<file path="src/rtl/fetch_unit_if.sv">
// Instruction-memory port of the fetch stage.
// Fetch drives the request and address; memory returns data with a one-cycle ack.
interface fetch_unit_if #(
  parameter int WORD      = 64,
  parameter int INSTR_LEN = 32
);
  logic                 imem_req;
  logic [WORD-1:0]      imem_addr;
  logic [INSTR_LEN-1:0] imem_rdata;
  logic                 imem_ack;

  modport master (
    output imem_req,
    output imem_addr,
    input  imem_rdata,
    input  imem_ack
  );

  modport slave (
    input  imem_req,
    input  imem_addr,
    output imem_rdata,
    output imem_ack
  );
endinterface

</file>
<file path="src/rtl/fetch_unit.sv">
// LEGv8 fetch stage: owns the PC, fetches over imem req/ack,
// hands instructions to Decode and resolves the next PC on commit.
module fetch_unit #(
  parameter int              WORD      = 64,
  parameter int              INSTR_LEN = 32,
  parameter logic [WORD-1:0] RESET_PC  = '0,
  parameter int              TIMEOUT   = 16
) (
  input  logic                 clk,
  input  logic                 reset,
  fetch_unit_if.master         imem,
  output logic [INSTR_LEN-1:0] instruction,
  output logic                 instr_valid,
  input  logic                 instr_ready,
  output logic [WORD-1:0]      pc,
  output logic [WORD-1:0]      pc_plus4,
  input  logic [2:0]           branch_op,
  input  logic [WORD-1:0]      branch_offset,
  input  logic [WORD-1:0]      reg_target,
  input  logic                 alu_zero,
  input  logic [3:0]           flags,
  input  logic                 halt,
  output logic                 halted,
  output logic                 misalign_err,
  output logic                 imem_timeout,
  output logic [31:0]          retired
);
  localparam int CW = $clog2(TIMEOUT + 1);
  localparam logic [CW-1:0] CNT_LAST = CW'(TIMEOUT - 1);

  typedef enum logic [2:0] {
    BOOT, REQ, REISSUE, HOLD, HALTED
  } state_e;

  state_e               state_q, state_d;
  logic [WORD-1:0]      pc_q, pc_d;
  logic [INSTR_LEN-1:0] instr_q, instr_d;
  logic [CW-1:0]        cnt_q, cnt_d;
  logic [31:0]          retired_q, retired_d;
  logic                 mis_q, mis_d;
  logic                 to_q, to_d;

  logic            n_f, z_f, c_f, v_f;
  logic            cond_ok;
  logic [WORD-1:0] pc4, rel_tgt, next_pc;

  assign {n_f, z_f, c_f, v_f} = flags;
  assign pc4     = pc_q + WORD'(4);
  assign rel_tgt = pc_q + (branch_offset << 2);

  // B.cond: evaluate the condition field of the held instruction
  always_comb begin
    cond_ok = 1'b1;
    unique case (instr_q[3:0])
      4'h0:    cond_ok = z_f;
      4'h1:    cond_ok = !z_f;
      4'h2:    cond_ok = c_f;
      4'h3:    cond_ok = !c_f;
      4'h4:    cond_ok = n_f;
      4'h5:    cond_ok = !n_f;
      4'h6:    cond_ok = v_f;
      4'h7:    cond_ok = !v_f;
      4'h8:    cond_ok = c_f && !z_f;
      4'h9:    cond_ok = !(c_f && !z_f);
      4'hA:    cond_ok = (n_f == v_f);
      4'hB:    cond_ok = (n_f != v_f);
      4'hC:    cond_ok = !z_f && (n_f == v_f);
      4'hD:    cond_ok = !(!z_f && (n_f == v_f));
      default: cond_ok = 1'b1;
    endcase
  end

  // Next-PC selection from the branch operation
  always_comb begin
    next_pc = pc4;
    case (branch_op)
      3'd1, 3'd6: next_pc = rel_tgt;
      3'd2:       if (alu_zero) next_pc = rel_tgt;
      3'd3:       if (!alu_zero) next_pc = rel_tgt;
      3'd4:       if (cond_ok) next_pc = rel_tgt;
      3'd5:       next_pc = {reg_target[WORD-1:2], 2'b00};
      default:    next_pc = pc4;
    endcase
  end

  // Fetch FSM: request, timeout/reissue, hold for Decode, commit
  always_comb begin
    state_d   = state_q;
    pc_d      = pc_q;
    instr_d   = instr_q;
    cnt_d     = cnt_q;
    retired_d = retired_q;
    mis_d     = mis_q;
    to_d      = to_q;
    case (state_q)
      BOOT: state_d = REQ;
      REQ: begin
        if (imem.imem_ack) begin
          instr_d = imem.imem_rdata;
          cnt_d   = '0;
          state_d = HOLD;
        end else if (cnt_q == CNT_LAST) begin
          cnt_d   = '0;
          to_d    = 1'b1;
          state_d = REISSUE;
        end else begin
          cnt_d = cnt_q + CW'(1);
        end
      end
      REISSUE: state_d = REQ;
      HOLD: begin
        if (instr_ready) begin
          pc_d      = {next_pc[WORD-1:2], 2'b00};
          retired_d = retired_q + 32'd1;
          if (branch_op == 3'd5 && reg_target[1:0] != 2'b00)
            mis_d = 1'b1;
          state_d = halt ? HALTED : REQ;
        end
      end
      HALTED: state_d = HALTED;
      default: state_d = BOOT;
    endcase
  end

  // State and datapath registers
  always_ff @(posedge clk or posedge reset) begin
    if (reset) begin
      state_q   <= BOOT;
      pc_q      <= RESET_PC;
      instr_q   <= '0;
      cnt_q     <= '0;
      retired_q <= '0;
      mis_q     <= 1'b0;
      to_q      <= 1'b0;
    end else begin
      state_q   <= state_d;
      pc_q      <= pc_d;
      instr_q   <= instr_d;
      cnt_q     <= cnt_d;
      retired_q <= retired_d;
      mis_q     <= mis_d;
      to_q      <= to_d;
    end
  end

  assign imem.imem_req  = (state_q == REQ);
  assign imem.imem_addr = pc_q;
  assign instruction    = instr_q;
  assign instr_valid    = (state_q == HOLD);
  assign pc             = pc_q;
  assign pc_plus4       = instr_valid ? pc4 : '0;
  assign halted         = (state_q == HALTED);
  assign misalign_err   = mis_q;
  assign imem_timeout   = to_q;
  assign retired        = retired_q;
endmodule

</file>
<file path="src/flat_wrapper.sv">
// flat-port wrapper written by rule: the top's interface ports become plain ports
module fetch_unit_flat 
#(
  parameter int              WORD      = 64,
  parameter int              INSTR_LEN = 32,
  parameter logic [WORD-1:0] RESET_PC  = '0,
  parameter int              TIMEOUT   = 16
)
  (clk, reset, instruction, instr_valid, instr_ready, pc, pc_plus4, branch_op, branch_offset, reg_target, alu_zero, flags, halt, halted, misalign_err, imem_timeout, retired, imem_imem_req, imem_imem_addr, imem_imem_rdata, imem_imem_ack);
  fetch_unit_if #(.WORD(WORD), .INSTR_LEN(INSTR_LEN)) imem_i ();
  input  logic clk;
  input  logic reset;
  output logic [INSTR_LEN-1:0] instruction;
  output logic instr_valid;
  input  logic instr_ready;
  output logic [WORD-1:0] pc;
  output logic [WORD-1:0] pc_plus4;
  input  logic [2:0] branch_op;
  input  logic [WORD-1:0] branch_offset;
  input  logic [WORD-1:0] reg_target;
  input  logic alu_zero;
  input  logic [3:0] flags;
  input  logic halt;
  output logic halted;
  output logic misalign_err;
  output logic imem_timeout;
  output logic [31:0] retired;
  output wire logic [$bits(imem_i.imem_req)-1:0] imem_imem_req;
  output wire logic [$bits(imem_i.imem_addr)-1:0] imem_imem_addr;
  input wire logic [$bits(imem_i.imem_rdata)-1:0] imem_imem_rdata;
  input wire logic [$bits(imem_i.imem_ack)-1:0] imem_imem_ack;
  assign imem_imem_req = imem_i.imem_req;
  assign imem_imem_addr = imem_i.imem_addr;
  assign imem_i.imem_rdata = imem_imem_rdata;
  assign imem_i.imem_ack = imem_imem_ack;
  fetch_unit #(.WORD(WORD), .INSTR_LEN(INSTR_LEN), .RESET_PC(RESET_PC), .TIMEOUT(TIMEOUT)) u_core (.clk(clk), .reset(reset), .imem(imem_i), .instruction(instruction), .instr_valid(instr_valid), .instr_ready(instr_ready), .pc(pc), .pc_plus4(pc_plus4), .branch_op(branch_op), .branch_offset(branch_offset), .reg_target(reg_target), .alu_zero(alu_zero), .flags(flags), .halt(halt), .halted(halted), .misalign_err(misalign_err), .imem_timeout(imem_timeout), .retired(retired));
endmodule
</file>
<file path="config.mk">
export PLATFORM = sky130hd
export DESIGN_NAME = fetch_unit_flat
export DESIGN_NICKNAME = d
export VERILOG_FILES = /design/src/rtl/fetch_unit_if.sv /design/src/rtl/fetch_unit.sv /design/src/flat_wrapper.sv
export SDC_FILE = /design/constraint.sdc
export NUM_CORES = 1
export LEC_CHECK = 0
export CAP_MARGIN = 20
export CORE_MARGIN = 2
export CORE_UTILIZATION = 40
export DETAILED_ROUTE_END_ITERATION = 16
export PLACE_DENSITY = 0.77
export RECOVER_POWER = 100
export SYNTH_ARGS = -nofsm -noshare
export SYNTH_HDL_FRONTEND = slang
export SYNTH_SLANG_ARGS = --single-unit
</file>
<file path="constraint.sdc">
create_clock -name clk -period 4.1 [get_ports clk]
set_input_delay 0.615 -clock clk [delete_from_list [all_inputs] [get_ports clk]]
set_output_delay 0.615 -clock clk [all_outputs]
set_load 0.02 [all_outputs]
</file>
After elaboration in Yosys (flattened, before gate mapping)
Cells that the tools add are included.
- input bits: 173
- logic and storage cells: 72
- memory bits (writable): 0
- register bits after elaboration: 136
- latch bits: 0
- memories: 0
- bits in read-only memories: 0
- equality and inequality tests: 28
- reduce and logical (&&, ||, !) cells: 19
- div/mod/pow operators: 0
- bitwise logic cells: 1
- order comparisons: 0
- shift operators: 0
- $mul: 0
- add/subtract/negate cells: 4
- mux-type cells: 13
- operator list (operator ; number):
    64-bit case mux with 5 select lines ; 1
    64-bit 2-to-1 mux ; 4
    64-bit by 3-bit adder with 64-bit output, second input constant ; 1
    64-bit adder ; 1
    32-bit by 1-bit adder with 32-bit output, second input constant ; 1
    4-bit == test, second input constant ; 6
    4-bit by 3-bit == test with 1-bit output, second input constant ; 4
    1-bit case mux with 14 select lines ; 1
    3-bit by 2-bit == test with 1-bit output, second input constant ; 4
    3-bit == test, second input constant ; 4
    3-bit 2-to-1 mux ; 4
    3-bit case mux with 4 select lines ; 1
    5-bit 2-to-1 mux ; 2
    4-bit by 2-bit == test with 1-bit output, second input constant ; 2
    3-bit by 1-bit == test with 1-bit output, second input constant ; 2
    1-bit zero test ; 6
    2-bit AND reduction ; 3
    3-bit AND reduction ; 2
    5-bit by 1-bit adder with 5-bit output, second input constant ; 1
    5-bit by 4-bit == test with 1-bit output, second input constant ; 1
    4-bit by 1-bit == test with 1-bit output, second input constant ; 1
    4-bit zero test ; 1
    2-bit OR reduction ; 2
    1-bit logical AND ; 3
    7 further kinds ; 7

Logic depth before layout (Yosys ltp)
Gate-level depths: netlist of run 1.
- word-level depth: 6
- mapped depth: 13
- depth with buffers taken out: 13

Worst setup path after synthesis of run 1
OpenSTA, ideal clock, no wires.
- kind: reg2out
- from: register u_core.pc_q[6] (netlist: u_core.imem.imem_addr[6])
- to: output port pc_plus4[51]
- slack: 0.324 ns
- data arrival time: 3.161 ns
- data required time: 3.485 ns
- stages on the path, launching flop included: 11
- cell sequence: dfrtp_1 buf_4 nand3_1 nor3_4 nand4_4 or4_4 buf_6 nor4_4 nand3_2 or3_1 a21oi_1
- cells in the longest elaborated chain, start to end: 2
- RTL lines (what ; RTL line ; RTL):
    start: declaration ; fetch_unit.sv:36 ; logic [WORD-1:0] pc_q, pc_d;
    start signal: assignment ; fetch_unit.sv:137 ; pc_q <= pc_d;
    64-bit by 3-bit adder with 64-bit output ; fetch_unit.sv:48 ; assign pc4 = pc_q + WORD'(4);
    64-bit 2-to-1 mux ; fetch_unit.sv:151 ; assign pc_plus4 = instr_valid ? pc4 : '0;
    end: declaration ; flat_wrapper.sv:17 ; output logic [WORD-1:0] pc_plus4;
Every way passes these cells.

Final worst setup path of run 1
- from: register u_core.pc_q[2] (netlist: u_core.imem.imem_addr[2])
- to: output port pc_plus4[43]
Same word-level chain as after synthesis.

==> results of run 1 <==
-- registers in the layout, indices dropped and copies added, names as in the netlist --
register and count:
u_core.state_q 3, u_core.imem_timeout 1, u_core.cnt_q 5, u_core.misalign_err 1, u_core.instruction 32, u_core.retired 32
u_core.imem.imem_addr 62
-- final cells by class --
class	count	area, sq um	area share
clock inverter	12	152.6	0.008465
timing repair buffer	553	5209	0.2888
clock buffer	20	466.7	0.02588
antenna	1	2.502	0.0001388
tap	396	495.5	0.02748
multi-input combinational	1248	8142	0.4515
inverter	43	162.7	0.009020
sequential	136	3403	0.1887
-- where the power goes --
part	internal (mW)	switching, mW
Clock	0.968	0.700
Sequential	1.83	0.603
Combinational	4.01	5.17
-- kinds of logic after synthesis --
family                   Yosys count  synth area share
buffers and inverters            184           0.07824
other                              1         0.0003026
AND/OR/NAND/NOR                  538            0.2110
flip-flops                       136            0.2746
AO/OA/AOI/OAI                    455            0.2305
multiplexers                      36           0.03332
XOR/XNOR                         148            0.1058
adder cells (fa/ha/maj)           65           0.06623
-- placed cells by master (no fill, tap or decap), types with 13 or more instances in the layout --
| master | synthesis | routed |
|---|---|---|
| nand3_1 | 44 | 44 |
| dlygate4sd3_1 | 0 | 116 |
| nor2_1 | 155 | 151 |
| nand2b_1 | 15 | 14 |
| mux2_2 | 32 | 31 |
| o21ai_0 | 109 | 109 |
| a31oi_1 | 16 | 16 |
| xor2_1 | 50 | 49 |
| a221oi_1 | 13 | 13 |
| and3_1 | 24 | 24 |
| inv_1 | 43 | 42 |
| nand2_1 | 155 | 155 |
| nand4_1 | 40 | 40 |
| xnor2_1 | 97 | 95 |
| a21oi_1 | 140 | 138 |
| dfrtp_1 | 136 | 136 |
| o21bai_1 | 14 | 14 |
| ha_1 | 64 | 64 |
| nor3_1 | 33 | 30 |
| o22ai_1 | 15 | 15 |
| a21o_1 | 29 | 29 |
| o21a_1 | 14 | 14 |
| clkbuf_16 | 0 | 17 |
| clkdlybuf4s50_1 | 0 | 287 |
| buf_4 | 69 | 122 |
-- worst max-delay path: stages, from the launching register on --
cell and delay [ns]:
dfrtp_1 0.39, nand3_2 0.12, nor3_4 0.30, nand4_4 0.16, or4_4 0.63, nor4_4 0.38
buf_4 0.19, xnor2_1 0.06, nor2_1 0.11, clkdlybuf4s50_1 0.62
-- per-stage QoR --
stage                 util  setup WS (ns)  hold slack, ns  area [sq um]
floorplan                -         0.3240          0.4582         12420
global placement    0.5686       -0.08001          0.4581         17390
detailed placement  0.5686        -0.1744          0.4662         17390
CTS                 0.5891       0.004095          0.4825         18020
global route        0.5895       -0.02917          0.4943         18030
finish              0.5895        0.09645          0.4760         18030
-- how the worst min path moves through the flow --
stage | from | end | slack (ns) | cells past startpoint
finish | u_core.retired[31] | u_core.retired[31] | 0.48 | 1
global route | u_core.retired[31] | u_core.retired[31] | 0.49 | 1
CTS | u_core.retired[31] | u_core.retired[31] | 0.48 | 1
detailed placement | u_core.misalign_err | u_core.misalign_err | 0.47 | 1
global placement | u_core.misalign_err | u_core.misalign_err | 0.46 | 1
floorplan | u_core.cnt_q[4] | u_core.cnt_q[4] | 0.46 | 1
-- metal layers --
layer	vias to the layer above	part of all wire	track usage
li1	6478	-	-
met1	6621	0.41	0.3857
met2	814	0.47	0.4973
met3	120	0.094	0.06467
met4	0	0.034	0.1139
met5	-	0	0
-- what timing repair did --
item,CTS,global route
pin swaps,2,6
endpoints found under the setup margin,18,21
resized for setup,21,28
hold buffers,0,0
setup buffers,1,1
==> impl_metrics.yaml, run 1 <==
synth:
  synthCells: 1563
  syn_area_sq_um: 12390
  ys_seq_area_frac: 0.2746
  synthFlopType: "dfrtp_1"
  async_reset_ff_frac: 1.000
  synth_cell_types: 80
  ys_seq_elements: 136
  synth_top_area_frac: 0.2746
  synth_edf_count: 0
  avgSynthCellArea_sq_um: 7.929
  yosys.area.top_type: "dfrtp_1"
  ys.warnings.count: 0
  yosys-top-cells-area: "dfrtp_1, xnor2_1, ha_1"
  yosys-top-cells-count: "nand2_1, nor2_1, a21oi_1"
flow_run:
  cap_violations: 5
drt:
  antenna_left: 0
  viasPerCell: 5.825
  routed_wirelength_um: 50000
  remaining_drc_errors: 0
  first_pass_iters: 8
  avgRoutedWirePerCell_um: 20.76
  vias: 14030
  drt_iter0_markers: 1215
power_and_ir_drop:
  power_density_nw_per_um2: 736.2
  irDropWorstVdd_mv: 0.3380
  finalPower_mw: 13.28
  power_leakage_nw: 7.677
setup_path:
  cp-start-kind: "register"
  cp-startpoint: "u_core.imem.imem_addr[2]"
  rr_worst_depth: 15
  crit_fanout: 3
  cp.required_ns: 3.48
  critical_path.endpoint: "pc_plus4[43]"
  reg2reg_from: "u_core.imem.imem_addr[2]"
  worstPathArrival_ns: 3.39
  worstSetupPathType: "reg -> out"
  r2r_end: "u_core.imem.imem_addr[62]"
  regToRegSetupSlack_ns: 0.32
  cp-end-kind: "output port"
cells_and_area:
  fillerInstances: 2711
  final_nets: 2237
  synthToLayoutAreaGrowth_pct: 45.51
  final_layout_size_suffix_gt1_frac: 0.1183
  final_cells: 2409
sta:
  fin_setup_tns_ns: 0
  hold_violations: 0
  slew_viol_final: 251
  post-route-period-util: 0.9765
  tightest_slew_ns: 2.324
  max_freq_ghz: 0.2498
  finalSetupViolCount: 0
  rsz0062_at_grt: "yes"
  slew-limit-headroom: -0.5532
  final.setup_skew_ns: 0.01737
  period_needed_ns: 4.004
die:
  coreArea_sq_um: 30590
  fp.dieW_um: 180.0
  io_pins: 434
  rows: 64
  start_util: 0.4051
  fp.dieArea_sq_um: 32410
  die_h_um: 180.0
global_routing:
  antenna_found_initial: 3
  grt_max_degree: 62
  grt_pass1_vias: 13850
  grt_use_total: 0.3007
  grt_overflow: 0
  grt_first_pass_wirelength_um: 77450
outcome:
  violations: "capacitance limit, slew limit"
  outcome: "complete, but fails checks"
clock_tree:
  insertion_delay_ns: 0.44
  cts_tree: "built"
  cts_buffers: 17
  cts_buffer_depth: 2
  clk_pin_slew_worst_paths_ns: 0.06
  cts_sinks: 136
  htreeDepth: 4
  clockRootBuffer: "clkbuf_16"
placed_design:
  io_buffers: 425
  dpl.hpwl_um: 38790
  dp_cells: 2374
  gp_congestion: 0.9946
min_path:
  hold_class: "reg -> reg"
No activity file was read; power rests on OpenSTA's default activity.
==> inputs of run 2 (changes only) <==
- REMOVE_ABC_BUFFERS: default -> 1
==> impl_metrics.yaml, run 2 (synthesized netlist as in run 1, its figures left out) <==
sta:
  period_needed_ns: 4.032
  slew_viol_final: 179
  post-route-period-util: 0.9833
  max_freq_ghz: 0.2480
  tightest_slew_ns: 2.187
  hold_violations: 0
  slew-limit-headroom: -0.4616
  final.setup_skew_ns: 0.02141
  finalSetupViolCount: 0
setup_path:
  worstSetupPathType: "reg -> out"
  rr_worst_depth: 8
  cp.required_ns: 3.48
  cp-end-kind: "output port"
  crit_fanout: 10
  worstPathArrival_ns: 3.42
  cp-start-kind: "register"
clock_tree:
  clockRootBuffer: "clkbuf_16"
  insertion_delay_ns: 0.43
  cts_buffer_depth: 2
  clk_pin_slew_worst_paths_ns: 0.07
  cts_sinks: 136
  cts_buffers: 17
  htreeDepth: 4
  cts_tree: "built"
drt:
  first_pass_iters: 6
  vias: 14040
  remaining_drc_errors: 0
  drt_iter0_markers: 1425
  antenna_left: 0
  avgRoutedWirePerCell_um: 20.36
  routed_wirelength_um: 49010
  viasPerCell: 5.832
cells_and_area:
  final_layout_size_suffix_gt1_frac: 0.1120
  fin_util: 0.5831
  final_cell_mix: "dlygate4sd3_1, clkdlybuf4s50_1, nand2_1, nor2_1, a21oi_1"
  final_nets: 2234
  synthToLayoutAreaGrowth_pct: 43.92
  final_common_cell: "dlygate4sd3_1"
  largest_reg_flops: 62
  final_area_sq_um: 17840
global_routing:
  grt_overflow: 0
  antenna_found_initial: 4
  grt_max_degree: 89
  grt_pass1_vias: 13820
  grt_use_total: 0.2948
  grt_first_pass_wirelength_um: 76150
outcome:
  violations: "capacitance limit, slew limit"
  outcome: "complete, but fails checks"
power_and_ir_drop:
  power_density_nw_per_um2: 719.1
  irDropWorstVdd_mv: 0.3291
  power_leakage_nw: 7.623
  finalPower_mw: 12.83
die:
  fp.dieArea_sq_um: 32410
  coreArea_sq_um: 30590
  die_h_um: 180.0
  start_util: 0.4051
  io_pins: 434
  fp.dieW_um: 180.0
  rows: 64
placed_design:
  io_buffers: 425
  dpl.hpwl_um: 37800
  placed_cell_area_sq_um: 17320
  gp_congestion: 1.000
min_path:
  whs_path_depth: 1
  hold_class: "reg -> reg"
flow_run:
  cap_violations: 3
==> run 2: final cells by class <==
type	instances	area, sq um
Fill cell	2775	12750
Multi-Input combinational cell	1248	8114
Timing Repair Buffer	550	5085
Sequential cell	136	3403
Tap cell	396	495.5
Clock buffer	18	439.2
Inverter	43	165.2
Clock inverter	14	128.9
Antenna cell	2	5.005
==> run 2: worst max-delay path: stages (launching register included) <==
cell and delay, ns:
dfrtp_1 0.35, buf_4 0.18, nand4_1 0.10, buf_4 0.18
nor4_2 0.40, nand4_1 0.14, buf_4 0.21, nor2_1 0.26
nand4_1 0.15, xnor2_1 0.22, and2_0 0.17, clkdlybuf4s50_1 0.64
==> run 2: final timing paths <==
path / startpoint / end / slack, ns
min in group asynchronous: reset / u_core.instruction[3] / 1.20
worst max-delay path: u_core.imem.imem_addr[9] / pc_plus4[49] / 0.07
worst min register to register: u_core.imem_timeout / u_core.imem_timeout / 0.47
worst max register to register: u_core.state_q[2] / u_core.imem.imem_addr[13] / 0.24
worst min-delay path: u_core.imem_timeout / u_core.imem_timeout / 0.47
max in group asynchronous: reset / u_core.imem.imem_addr[47] / 0.83
==> run 2: timing repair <==
action,in CTS,in global routing
endpoints found under the setup margin,16,24
hold buffers,0,0
resized for setup,16,30
setup buffers,1,3
pin swaps,0,7
endpoints found under the hold margin,0,0
==> run 2: metal layers <==
metal,GRT usage,wire (um),up-vias
met5,0,28,-
met3,0.06144,4489,118
li1,-,-,6470
met1,0.3730,19800,6629
met2,0.4878,22800,817
met4,0.1265,1898,4
==> run 2: through the flow <==
| step | instances | hold WS, ns | TNS (ns) | setup WS, ns |
|---|---|---|---|---|
| after floorplan | 1427 | 0.4582 | -24.60 | -0.3408 |
| after global placement | 2369 | 0.4502 | -0.3230 | -0.08819 |
| after global routing | 2405 | 0.4871 | -0.001014 | -0.001014 |
| after CTS | 2402 | 0.4789 | 0 | 0.0001015 |
| after detailed placement | 2369 | 0.4666 | -0.3353 | -0.09935 |
| final | 2407 | 0.4736 | 0 | 0.06835 |
==> run 2: where the power goes <==
part / leakage (nW) / switching (mW) / total (mW) / internal, mW
clock: 0.272 / 0.738 / 1.56 / 0.820
combinational: 5.67 / 5.10 / 8.85 / 3.75
sequential: 1.69 / 0.584 / 2.41 / 1.83
